**config.mk**
```make
export PLATFORM = sky130hd
export DESIGN_NAME = bank_reg_scb
export DESIGN_NICKNAME = d
export VERILOG_FILES = /design/src/rtl/bank_reg_pkg.sv /design/src/rtl/bank_reg_rdport.sv /design/src/rtl/bank_reg_scb.sv
export SDC_FILE = /design/constraint.sdc
export NUM_CORES = 2
export LEC_CHECK = 0
export CAP_MARGIN = 20
export CORE_ASPECT_RATIO = 2
export CORE_MARGIN = 1
export CORE_UTILIZATION = 63
export CTS_BUF_LIST = sky130_fd_sc_hd__clkbuf_16
export DETAILED_ROUTE_END_ITERATION = 16
export GPL_TIMING_DRIVEN = 0
export PLACE_DENSITY = 0.89
export SYNTH_ARGS = -nofsm -noshare
export SYNTH_HDL_FRONTEND = slang
export SYNTH_SLANG_ARGS = --single-unit
```
**constraint.sdc**
```tcl
create_clock -name clk -period 2.2 [get_ports clk]
set_clock_uncertainty 0.1 [all_clocks]
set_input_delay 0.22 -clock clk [delete_from_list [all_inputs] [get_ports clk]]
set_output_delay 0.22 -clock clk [all_outputs]
set_load 0.1 [all_outputs]
```
**src/rtl/bank_reg_pkg.sv**
```systemverilog
// rtl/bank_reg_pkg.sv - shared defaults and types for the scoreboarded register bank
package bank_reg_pkg;

   localparam int DEF_DATA_W = 32;
   localparam int DEF_ADDR_W = 5;
   localparam int DEF_NREGS  = 32;
   localparam int REG_ZERO   = 0;

   typedef logic [DEF_ADDR_W-1:0] reg_addr_t;

endpackage

```
**src/rtl/bank_reg_rdport.sv**
```systemverilog
// rtl/bank_reg_rdport.sv - one combinational read port with zero/range masking and busy lookup
// Optional BANKREG_BYPASS_EN adds the same-cycle writeback bypass.
module bank_reg_rdport
   import bank_reg_pkg::*;
#(
   parameter int DATA_W = DEF_DATA_W,
   parameter int ADDR_W = DEF_ADDR_W,
   parameter int NREGS  = DEF_NREGS
) (
   input  logic [NREGS*DATA_W-1:0] regs_flat,
   input  logic [NREGS-1:0]        pending,
`ifdef BANKREG_BYPASS_EN
   input  logic                    wr_valid,
   input  logic [ADDR_W-1:0]       wr_addr,
   input  logic [DATA_W-1:0]       wr_data,
   input  logic                    rsv_valid,
   input  logic [ADDR_W-1:0]       rsv_addr,
`endif
   input  logic [ADDR_W-1:0]       rd_addr,
   output logic [DATA_W-1:0]       rd_data,
   output logic                    rd_busy
);

   localparam int              IDX_W = (NREGS > 1) ? $clog2(NREGS) : 1;
   localparam logic [ADDR_W:0] LIMIT = (ADDR_W+1)'(NREGS);

   logic             in_range;
   logic [IDX_W-1:0] idx;

   assign in_range = ({1'b0, rd_addr} < LIMIT) && (rd_addr != ADDR_W'(REG_ZERO));
   assign idx      = rd_addr[IDX_W-1:0];

   always_comb begin
      rd_data = '0;
      rd_busy = 1'b0;
      if (in_range) begin
         rd_data = regs_flat[idx*DATA_W +: DATA_W];
         rd_busy = pending[idx];
`ifdef BANKREG_BYPASS_EN
         // wr_valid already implies a nonzero in-range target, so a match implies in_range
         if (wr_valid && (wr_addr == rd_addr)) begin
            rd_data = wr_data;
            if (!(rsv_valid && (rsv_addr == rd_addr)))
               rd_busy = 1'b0;
         end
`endif
      end
   end

endmodule

```
**src/rtl/bank_reg_scb.sv**
```systemverilog
// rtl/bank_reg_scb.sv - register bank with two read ports, one write port and pending scoreboard
// Optional BANKREG_BYPASS_EN enables write-to-read bypass in both read ports.
module bank_reg_scb
   import bank_reg_pkg::*;
#(
   parameter int DATA_W = DEF_DATA_W,
   parameter int ADDR_W = DEF_ADDR_W,
   parameter int NREGS  = DEF_NREGS
) (
   input  logic              clk,
   input  logic              rst_n,
   input  logic              wr_en,
   input  logic [ADDR_W-1:0] wr_addr,
   input  logic [DATA_W-1:0] wr_data,
   input  logic [ADDR_W-1:0] rd_addr1,
   input  logic [ADDR_W-1:0] rd_addr2,
   output logic [DATA_W-1:0] rd_data1,
   output logic [DATA_W-1:0] rd_data2,
   output logic              rd_busy1,
   output logic              rd_busy2,
   input  logic              rsv_en,
   input  logic [ADDR_W-1:0] rsv_addr,
   output logic              all_idle
);

   localparam int              IDX_W = (NREGS > 1) ? $clog2(NREGS) : 1;
   localparam logic [ADDR_W:0] LIMIT = (ADDR_W+1)'(NREGS);

   logic [DATA_W-1:0]       regs_q [NREGS];
   logic [NREGS-1:0]        pending_q;
   logic [NREGS-1:0]        pending_d;
   logic [NREGS*DATA_W-1:0] regs_flat;

   logic             wr_valid;
   logic             rsv_valid;
   logic [IDX_W-1:0] wr_idx;
   logic [IDX_W-1:0] rsv_idx;

   // Qualifying with rst_n keeps the bypass from leaking data while reset is held
   assign wr_valid  = rst_n && wr_en && ({1'b0, wr_addr} < LIMIT)
                      && (wr_addr != ADDR_W'(REG_ZERO));
   assign rsv_valid = rst_n && rsv_en && ({1'b0, rsv_addr} < LIMIT)
                      && (rsv_addr != ADDR_W'(REG_ZERO));
   assign wr_idx    = wr_addr[IDX_W-1:0];
   assign rsv_idx   = rsv_addr[IDX_W-1:0];

   // Reserve is applied after the clear so a new producer supersedes the retiring one
   always_comb begin
      pending_d = pending_q;
      if (wr_valid)
         pending_d[wr_idx] = 1'b0;
      if (rsv_valid)
         pending_d[rsv_idx] = 1'b1;
   end

   always_ff @(posedge clk or negedge rst_n) begin
      if (!rst_n) begin
         for (int i = 0; i < NREGS; i++)
            regs_q[i] <= '0;
         pending_q <= '0;
      end else begin
         if (wr_valid)
            regs_q[wr_idx] <= wr_data;
         pending_q <= pending_d;
      end
   end

   for (genvar g = 0; g < NREGS; g++) begin : g_flat
      assign regs_flat[g*DATA_W +: DATA_W] = regs_q[g];
   end

   assign all_idle = ~|pending_q;

   bank_reg_rdport #(.DATA_W(DATA_W), .ADDR_W(ADDR_W), .NREGS(NREGS)) u_rdport1 (
      .regs_flat (regs_flat),
      .pending   (pending_q),
`ifdef BANKREG_BYPASS_EN
      .wr_valid  (wr_valid),
      .wr_addr   (wr_addr),
      .wr_data   (wr_data),
      .rsv_valid (rsv_valid),
      .rsv_addr  (rsv_addr),
`endif
      .rd_addr   (rd_addr1),
      .rd_data   (rd_data1),
      .rd_busy   (rd_busy1)
   );

   bank_reg_rdport #(.DATA_W(DATA_W), .ADDR_W(ADDR_W), .NREGS(NREGS)) u_rdport2 (
      .regs_flat (regs_flat),
      .pending   (pending_q),
`ifdef BANKREG_BYPASS_EN
      .wr_valid  (wr_valid),
      .wr_addr   (wr_addr),
      .wr_data   (wr_data),
      .rsv_valid (rsv_valid),
      .rsv_addr  (rsv_addr),
`endif
      .rd_addr   (rd_addr2),
      .rd_data   (rd_data2),
      .rd_busy   (rd_busy2)
   );

endmodule
```
==> impl_metrics.toml <==
[critical_path]
cp_max_fo = 3
r2r_cells = 3
r2r-start = "regs_flat[108]"
crit_type = "reg2out"
rr_endpoint = "regs_flat[108]"
end_kind = "output pin"
critPathCapture = "rd_data1[0]"
crit_arrival_ps = 3190
rrSetupSlack_ps = 1080
startpoint_type = "flip-flop"
startpoint = "regs_flat[992]"
critPathRequiredTime_ps = 1880

[synth]
ys_warn_count = 0
synth_nets = 3872
syn_area_per_cell_um2 = 14.8
ys_top_cells_by_area = "dfrtp_1, mux2_2, mux4_2, mux2i_1, clkbuf_1"
synth_cell_type_count = 44
synth_top_area_cell = "dfrtp_1"
syn_inst = 3816
syn-cell-area_um2 = 56300
seq_area_frac_synth = 0.469
async_reset_ff_frac = 1.00
ys.flop_type = "dfrtp_1"
ys_ff_latch = 1056
synth.top_cell.area_share = 0.469
synth_edf_count = 0

[clock_tree]
cts_buffers = 92
cts.sinks = 1056
clk_pin_slew_ps = 70
htreeDepth = 3
clockBufferDepth = 3
cts_tree = "done"
cts-root-buf = "clkbuf_16"
insertion_delay_ps = 790

[outcome]
outcome = "finished, violations left"
violations = "max-capacitance violations, max-slew violations, negative setup slack"

[sta]
worstMarginPinSlew_ps = 1630
finalWorstPathRequiredPeriod_ps = 3510
setup_viol = 183
grt_setup_unrepaired = "true"
setup_ws_ps = -1310
max_freq_ghz = 0.285
finalCritPeriodShare = 1.59
hold_violations = 0
setup_tns_ps = -55160
relSlewSlack = -0.0885
drv_slew = 12

[die]
fp.dieH_um = 425
die_w_um = 213
initial_core_util = 0.638
coreArea_um2 = 88200
die_area_um2 = 90600
rows = 154
ios = 123

[detailed_routing]
antenna_left = 0
num_vias = 45800
first_pass_iters = 13
post-route-drc-count = 0
wl_per_cell_um = 47.6
drt-vias-per-instance = 8.46
drt_first_iter_violations = 8405
routed_wl_mm = 257

[placement]
dpl.hpwl_mm = 158
dpl_worst_slack_ps = -2370
port_buffers = 108
gp_congestion = 1.04

[job]
cap_viol_max_count = 1

[global_route]
antenna_found_initial = 13
grt_max_degree = 170
grt_first_pass_wirelength_mm = 356
overflow = 0
grt_pass1_vias = 46600
grtUsageTotal = 0.576

[layout]
area_delta_synth_final_pct = 22.8
nets = 4208
fill_cells = 4634
drive_gt1_frac = 0.599

[pwr]
ir_drop_mv = 0.820
cellLeakagePower_nw = 29.9
powerDensity_nw_per_um2 = 801

[min_path]
hold_path.class = "in2async"
-- state kept, by name, summed over array words and instances, names as in the netlist --
name	count
pending_q	32
regs_flat	1024
-- power by group --
part | total (mW) | switching (mW) | internal (mW)
logic | 13.7 | 7.36 | 6.32
clock network | 17.4 | 8.25 | 9.14
registers | 24.3 | 2.39 | 21.9
-- cells in the mapped netlist, types with 5 or more instances --
cell,number
nor4_1,8
nor2b_1,75
o21ai_0,127
inv_1,28
dfrtp_1,1056
mux2_2,1053
buf_4,17
clkbuf_1,253
mux2i_1,132
mux2_4,5
o2111ai_1,17
a211oi_1,66
nand3_1,11
a311oi_1,66
nand2_1,56
a22oi_1,66
a221oi_1,49
buf_1,12
o22ai_1,10
nand2b_1,7
nor2_1,31
buf_2,158
mux4_2,462
nor2_2,5
buf_6,7
-- cell type report --
type,count,area [um^2],share of cell area
multi-input combinational,2285,31600,0.457
tap,1170,1460,0.0212
antenna,16,40.0,0.000579
sequential,1056,26400,0.382
buffer,445,2950,0.0427
clock inverter,76,711,0.0103
inverter,28,105,0.00152
clock buffer,93,2330,0.0337
timing repair buffer,244,3520,0.0509
-- critical path, cell delays in order, from the launching register on --
cell       delay (ps)
dfrtp_1           400
mux4_2            490
o2111ai_1         860
a311oi_4          380
buf_12            270
-- how the worst min path moves through the flow --
stage                              from              to  slack (ps)
after floorplan                   rst_n    pending_q[0]        -180
after global placement    regs_flat[23]   regs_flat[23]         350
after detailed placement          rst_n  regs_flat[376]         140
after CTS                    wr_addr[1]  regs_flat[223]           3
after global routing         wr_addr[0]  regs_flat[287]          90
final                             rst_n  regs_flat[852]          80
-- what timing repair did --
item                                   in CTS  in global routing
pin swaps                                 139                 69
setup buffers                              49                 43
endpoints found under the hold margin     844                  0
setup endpoints to repair                 955               1011
gates resized for setup                  1156                140
gates cloned                                3                  3
hold buffers                               17                  0
-- placed cells by master (no fill, tap or decap), types with 50 or more instances in the layout --
| cell type | n |
|---|---|
| o21ai_4 | 50 |
| buf_4 | 155 |
| clkbuf_16 | 99 |
| buf_2 | 60 |
| mux2_2 | 1010 |
| a311oi_4 | 66 |
| mux4_2 | 462 |
| buf_12 | 89 |
| mux2i_1 | 132 |
| dfrtp_1 | 1049 |
| nand2_1 | 55 |
| a22oi_2 | 54 |
| clkbuf_1 | 149 |
-- kinds of logic after synthesis --
logic type      after synthesis  synth area share
compound gates              411            0.0519
buf+inv                     475            0.0373
flops                      1056             0.469
simple gates                222            0.0212
mux                        1652             0.420
-- through the flow --
stage | power [mW] | cells | util | cell area, um^2 | hold slack [ps]
after floorplan | 31.6 | 3816 | - | 58400 | -176
after global placement | 34.0 | 5094 | 0.690 | 60900 | 352
after detailed placement | 35.3 | 5113 | 0.695 | 61300 | 141
after CTS | 53.4 | 5350 | 0.772 | 68100 | 2.69
after global routing | 56.2 | 5403 | 0.783 | 69100 | 90.1
final | 55.4 | 5413 | 0.783 | 69100 | 78.8
-- routing by layer --
layer / vias up / GRT usage / wire (um)
met5: - / 0.0657 / 415
li1: 15400 / - / -
met1: 22500 / 0.574 / 69500
met2: 5324 / 0.807 / 109000
met4: 14 / 0.596 / 39100
met3: 2461 / 0.322 / 39100
No activity file was read; power rests on OpenSTA's default activity.
